===== src/rtl/huffman_sym_fifo.sv =====
// Symbol buffer behind the Huffman bit-serial decoder: range-checks symbols, queues them in a show-ahead FIFO.
// Define HUFF_SYM_FIFO_STATS_EN to add the saturating sym_count/drop_count statistics ports.
module huffman_sym_fifo #(
    parameter int DEPTH   = 16,
    parameter int SYM_W   = 5,
    parameter int SYM_MIN = 1,
    parameter int SYM_MAX = 18
) (
    input  logic                     clk,
    input  logic                     rst,
    input  logic [SYM_W-1:0]         sym_in,
    input  logic                     sym_valid_in,
    output logic [SYM_W-1:0]         out_symbol,
    output logic                     out_valid,
    input  logic                     out_ready,
    output logic [$clog2(DEPTH):0]   level,
    output logic                     full,
    output logic                     empty,
    output logic                     overflow,
    output logic                     range_err,
    input  logic                     clr_flags
`ifdef HUFF_SYM_FIFO_STATS_EN
    ,
    output logic [15:0]              sym_count,
    output logic [7:0]               drop_count
`endif
);

    localparam int AW = $clog2(DEPTH);
    localparam int LW = AW + 1;
    localparam logic [LW-1:0]    FULL_LVL = LW'(DEPTH);
    localparam logic [SYM_W-1:0] SYM_LO   = SYM_W'(SYM_MIN);
    localparam logic [SYM_W-1:0] SYM_HI   = SYM_W'(SYM_MAX);

    logic [SYM_W-1:0] mem [DEPTH];
    logic [AW-1:0]    wr_ptr;
    logic [AW-1:0]    rd_ptr;

    logic in_range;
    logic push_req;
    logic range_evt;
    logic pop;
    logic push;
    logic ovf_evt;

    assign full       = (level == FULL_LVL);
    assign empty      = (level == '0);
    assign out_valid  = !empty;
    assign out_symbol = empty ? '0 : mem[rd_ptr];

    // A full FIFO still accepts a push when the head leaves in the same cycle.
    assign in_range  = (sym_in >= SYM_LO) && (sym_in <= SYM_HI);
    assign push_req  = sym_valid_in && in_range;
    assign range_evt = sym_valid_in && !in_range;
    assign pop       = out_valid && out_ready;
    assign push      = push_req && (!full || pop);
    assign ovf_evt   = push_req && full && !pop;

    always_ff @(posedge clk) begin
        if (push) begin
            mem[wr_ptr] <= sym_in;
        end
    end

    always_ff @(posedge clk) begin
        if (rst) begin
            wr_ptr    <= '0;
            rd_ptr    <= '0;
            level     <= '0;
            overflow  <= 1'b0;
            range_err <= 1'b0;
        end else begin
            if (push) begin
                wr_ptr <= wr_ptr + AW'(1);
            end
            if (pop) begin
                rd_ptr <= rd_ptr + AW'(1);
            end
            case ({push, pop})
                2'b10:   level <= level + LW'(1);
                2'b01:   level <= level - LW'(1);
                default: level <= level;
            endcase
            // A new event in the clearing cycle keeps the flag set.
            overflow  <= ovf_evt   || (overflow  && !clr_flags);
            range_err <= range_evt || (range_err && !clr_flags);
        end
    end

`ifdef HUFF_SYM_FIFO_STATS_EN
    always_ff @(posedge clk) begin
        if (rst) begin
            sym_count  <= '0;
            drop_count <= '0;
        end else begin
            if (clr_flags) begin
                sym_count <= push ? 16'd1 : 16'd0;
            end else if (push && sym_count != 16'hFFFF) begin
                sym_count <= sym_count + 16'd1;
            end
            if (clr_flags) begin
                drop_count <= (ovf_evt || range_evt) ? 8'd1 : 8'd0;
            end else if ((ovf_evt || range_evt) && drop_count != 8'hFF) begin
                drop_count <= drop_count + 8'd1;
            end
        end
    end
`endif

endmodule


===== config.mk =====
export PLATFORM = sky130hd
export DESIGN_NAME = huffman_sym_fifo
export DESIGN_NICKNAME = d
export VERILOG_FILES = /design/src/rtl/huffman_sym_fifo.sv
export SDC_FILE = /design/constraint.sdc
export NUM_CORES = 1
export LEC_CHECK = 0
export CAP_MARGIN = 15
export CELL_PAD_IN_SITES_DETAIL_PLACEMENT = 1
export CELL_PAD_IN_SITES_GLOBAL_PLACEMENT = 1
export CORE_MARGIN = 3
export CORE_UTILIZATION = 53
export CTS_CLUSTER_DIAMETER = 150
export DETAILED_ROUTE_END_ITERATION = 10
export DONT_BUFFER_PORTS = 1
export PLACE_DENSITY_LB_ADDON = 0.15
export RECOVER_POWER = 100
export SYNTH_ARGS = -nofsm -noshare
export SYNTH_HDL_FRONTEND = slang
export SYNTH_SLANG_ARGS = --single-unit

===== constraint.sdc =====
create_clock -name clk -period 3.5 [get_ports clk]
set_input_delay 1.05 -clock clk [delete_from_list [all_inputs] [get_ports clk]]
set_output_delay 1.05 -clock clk [all_outputs]
set_load 0.03 [all_outputs]

-- Word level (Yosys, flattened, before mapping)
Memories as Yosys holds them, arrays and structs flattened. A register that Yosys moved wholly into a read port is not among the register bits.
Cells that the tools add are included.
- register bits: 15
- memory bits (writable): 80
- output and inout bits: 15
- logic and storage cells: 40
- memories: 1
- memories (memory ; depth ; bits a word ; read ports ; clocked after Yosys merged registers in ; wr ports ; line ; source):
    mem ; 16 ; 5 ; 1 ; 1 ; 1 ; 35 ; logic [SYM_W-1:0] mem [DEPTH];
- $add $sub $neg: 4
- order comparisons: 2
- equality and inequality tests: 3
- mux-type cells: 6
- reduce and logical (&&, ||, !) cells: 19
- operators by type and width (cell ; number):
    case mux 5 bit (2 select lines) ; 1
    logical AND 1 bit ; 9
    adder 4 x 1 -> 4 bit, second input constant ; 2
    2-to-1 mux 4 bit ; 2
    adder 5 x 1 -> 5 bit, second input constant ; 1
    equality test 5 bit, second input constant ; 1
    >= comparator 5 x 1 -> 1 bit, second input constant ; 1
    <= comparator 5 bit, second input constant ; 1
    zero test 1 bit ; 5
    zero test 5 bit ; 1
    2-to-1 mux 5 bit ; 1
    subtractor 5 x 1 -> 5 bit, second input constant ; 1
    logical OR 1 bit ; 3
    equality test 2 x 1 -> 1 bit, second input constant ; 1
    equality test 2 bit, second input constant ; 1
    2-to-1 mux 1 bit ; 2
    nonzero test 2 bit ; 1

-- Logic depth before layout (Yosys ltp)
Gate-level depths: netlist of run 1.
- depth after elaboration: 7
- depth in mapped cells: 10

-- Worst setup path before layout of run 1
No wires, ideal clock.
- kind: input port to flip-flop
- start point: in sym_in[0]
- end point: reg level[4]
- data arrival time: 3.148 ns
- data required time: 3.430 ns
- slack: 0.282 ns
- cell stages on the path: 9
- path buffers: 0
- cell sequence: a211o_1 > a221oi_2 > nor3_1 > fa_1 > a21o_1 > a21oi_1 > nand4_1 > a21o_1 > a21oi_1
- word-level cells in the longest chain between the ends: 6
- elaborated cells on any way between the ends: 9
- ends and longest elaborated chain (element ; line ; source):
    from (decl) ; 11 ; input logic [SYM_W-1:0] sym_in,
    >= comparator 5 x 1 -> 1 bit or <= comparator 5 bit (tied branches) ; 52 ; assign in_range = (sym_in >= SYM_LO) && (sym_in <= SYM_HI);
    logical AND 1 bit (*) ; 52 ;
    logical AND 1 bit (*) ; 53 ; assign push_req = sym_valid_in && in_range;
    logical AND 1 bit (*) ; 56 ; assign push = push_req && (!full || pop);
    equality test 2 x 1 -> 1 bit or equality test 2 bit (tied branches) ; 79 ; case ({push, pop})
    case mux 5 bit (2 select lines) or nonzero test 2 bit (tied branches) ; n/a ;
    to (signal assigned) ; 80 ; 2'b10: level <= level + LW'(1);
    to (signal assigned) ; 81 ; 2'b01: level <= level - LW'(1);
    to (signal assigned) ; 82 ; default: level <= level;
    to (decl) ; 16 ; output logic [$clog2(DEPTH):0] level,
Mark *: on every way between the ends. The rest lies on a longest branch, timed or not.
A chain may end at the register's enable or synchronous reset.

==> flow_summary.json, run 1 <==
{
  "fillers": 701,
  "rows": 31,
  "syn-cell-area_mm2": 0.004071,
  "fin_skew_ps": 9.540,
  "final_cell_count_no_fill": 370,
  "rsz0062_at_grt": "no",
  "slew_headroom": 0.6201,
  "cts_inserted_buffers": 9,
  "ys_ff_latch": 99,
  "setup_viol": 0,
  "path_delay_family": "multiplexers",
  "syn_inst": 243,
  "hold_path_class": "reg -> reg",
  "multi_input_area_mm2": 0.001216,
  "cts_tree": "yes",
  "gr-usage-all-layers": 0.2167,
  "avgSynthCellArea_um2": 16.75,
  "synthTopCellsByArea": "edfxtp_1, mux4_2, dfxtp_1",
  "cts.path.max_buffers": 2,
  "max_stage_delay_ps": 530,
  "yosysTopAreaCellShare": 0.5900,
  "clock-sinks": 99,
  "fmax_mhz": 298.6,
  "start_kind": "flop",
  "htreeDepth": 3,
  "grt_max_degree": 21,
  "vias": 2165,
  "critPathMaxFanout": 20,
  "synth-adder-area-share": 0.02950,
  "yosysUniqueCellTypes": 31,
  "first_global_vias": 2294,
  "synth_compound_area_frac": 0.02735,
  "clock_latency_ps": 370,
  "crit_arrival_ps": 2300,
  "port_buffers": 0,
  "synth_xor_area_frac": 0.01936,
  "gp_congestion": 0.7484,
  "grt_pass1_wl_um": 13390,
  "die_h_um": 93.65,
  "avgRoutedWirePerCell_um": 23.13,
  "hold_violations": 0,
  "cts_root_buffer": "clkbuf_8",
  "yosysTopAreaCell": "edfxtp_1",
  "postCtsResizedCells": 0,
  "dp_cells": 354,
  "grt_overflow_total": 0,
  "area_delta_synth_final_pct": 8.605,
  "clk_pin_slew_worst_paths_ps": 90,
  "crit_type": "reg -> out",
  "drtPass1Iterations": 4,
  "ys.warnings.count": 0,
  "finalMaxSlewViolations": 0,
  "p_total_mw": 2.863,
  "endpoint_kind": "output pin",
  "synth_edf_count": 80,
  "ant_nets": 0,
  "fin_crit_sh": 0.9569,
  "status": "complete, no violations",
  "ff_latch_area_mm2": 0.002783,
  "cap_violations": 0,
  "die_x_um": 93.65,
  "postCtsHoldBufs": 0,
  "vias_per_cell": 5.851,
  "start_util": 0.5525,
  "async_flop_share": 0,
  "antenna_found_initial": 0,
  "drt-total-wl_um": 8559,
  "synth_top_family_by_area": "multiplexers",
  "required_ps": 2450,
  "layout.nets": 285,
  "p_per_area_mw_per_mm2": 647.4,
  "post_cts_buffers": 0,
  "drt_iter0_drc": 225,
  "hpwlAfterDp_um": 5927,
  "antenna_cells": 0,
  "synth_simple_gate_area_share": 0.07099,
  "drc": 0,
  "io_pins": 25,
  "fin_crit_ps": 3349,
  "dieArea_mm2": 0.008769,
  "fin_util": 0.6000,
  "synthMuxAreaShare": 0.1540,
  "worst_pin_slew_ps": 567.7,
  "power.leakage_nw": 1.432,
  "crit_buf_inv": 1,
  "coreArea_mm2": 0.007370,
  "drive_gt1_frac": 0.1513,
  "tns_ps": 0,
  "ys.flop_type": "edfxtp_1",
  "crit_top_cell": "mux4_2",
  "ir_drop_v": 0.0004851,
  "r2r_slack_ps": 410,
  "ys_seq_area_frac": 0.6835,
  "cp_slowest_cell": "mux4_2",
  "syn_nets": 262,
  "cp_cell_sequence": "buf_12, mux4_2, mux4_2, and2_0"
}
[tightest hold or removal path, stage by stage, from the launching register on]
cell and delay (ps):
dfxtp_1 340, xor2_1 70, nor2_1 100
[final timing paths]
kind         depth (start not counted)            end      start
max                                  4  out_symbol[4]       flop
min                                  2           flop  rd_ptr[3]
min reg2reg                          2           flop  rd_ptr[3]
max reg2reg                         11       level[4]   level[4]
[sequential cells by signal (all words and copies together) (netlist names), named ones only]
signal	cells
wr_ptr	4
level	5
overflow	1
mem	80
rd_ptr	4
range_err	1
[layout make-up]
cell class / count / share of cell area
clock buffer: 10 / 0.02886
inverter: 6 / 0.005093
timing repair buffer: 22 / 0.02320
tap: 99 / 0.02801
clock inverter: 6 / 0.01047
sequential: 99 / 0.6293
multi-input combinational: 128 / 0.2750
[routing by layer]
metal | up-vias | track usage | routed length [um] | part of all wire
met4 | 0 | 0.09025 | 190 | 0.022
met1 | 1112 | 0.3112 | 3755 | 0.44
met2 | 61 | 0.3359 | 4200 | 0.49
met5 | - | 0 | 0 | 0
li1 | 979 | - | - | -
met3 | 13 | 0.03138 | 412 | 0.048
[cells in the mapped netlist (2+ instances only)]
cell and count:
dfxtp_1 19, buf_2 2, xor2_1 5, mux2i_1 5
edfxtp_1 80, nor2_1 30, nor2b_1 2, xnor2_1 4
nand2_1 6, clkbuf_1 7, nand2b_1 2, nand4_1 2
and2_1 5, nor3_1 9, a21o_1 3, ha_1 8
a21oi_1 8, inv_1 6, nand3_1 4, mux4_2 25
[metrics by stage]
| stage | hold slack [ps] | worst slack [ps] | area, um^2 |
|---|---|---|---|
| 6_report | 544.1 | 150.8 | 4422 |
| 3_3_place_gp | 508.6 | 353.0 | 4333 |
| 5_1_grt | 589.1 | 84.46 | 4422 |
| 2_1_floorplan | 484.7 | 282.4 | 4071 |
| 3_5_place_dp | 515.3 | 155.4 | 4333 |
| 4_1_cts | 549.6 | 138.4 | 4507 |
[cells in the final DEF (no fill, tap or decap)]
master      instances
clkbuf_1           21
edfxtp_1           80
a221oi_1            1
dfxtp_1            19
mux2i_1             6
a31oi_1             1
buf_12              1
and2_0              2
xor2_1              5
inv_6               4
nand4_1             2
or4_1               1
nand2_1             6
clkinv_1            1
nand2b_1            2
a221o_1             1
xnor2_1             4
a21oi_1             8
buf_4               1
nor4_1              1
nor2_1             30
and2_1              3
mux4_2             25
inv_1               6
clkinvlp_4          1
fa_1                1
or3_1               1
a211o_1             1
nand3_1             4
ha_1                8
nor3_1              9
a22o_1              1
clkbuf_8            9
nor2b_1             2
a21o_1              3
[kinds of logic after synthesis]
kind of cell | count (synthesis)
AO/OA/AOI/OAI | 16
XOR/XNOR | 9
adder cells (fa/ha/maj) | 9
buffers and inverters | 16
flip-flops | 99
multiplexers | 31
AND/OR/NAND/NOR | 63
[report_power, final]
| part | switching, mW | internal (mW) |
|---|---|---|
| combinational | 0.490 | 0.298 |
| sequential | 0.0884 | 1.32 |
| clock | 0.401 | 0.267 |
Note: power is estimated with default switching activity, not from simulation.
==> run 2, diff against run 1 <==
--- a/config.mk
+++ b/config.mk
@@ -15,6 +15,7 @@
 export DONT_BUFFER_PORTS = 1
 export PLACE_DENSITY_LB_ADDON = 0.15
 export RECOVER_POWER = 100
+export SKIP_CTS_REPAIR_TIMING = 1
 export SYNTH_ARGS = -nofsm -noshare
 export SYNTH_HDL_FRONTEND = slang
 export SYNTH_SLANG_ARGS = --single-unit
==> results of run 2 <==
Final layout, timing and power as in run 1 (identical DEF).
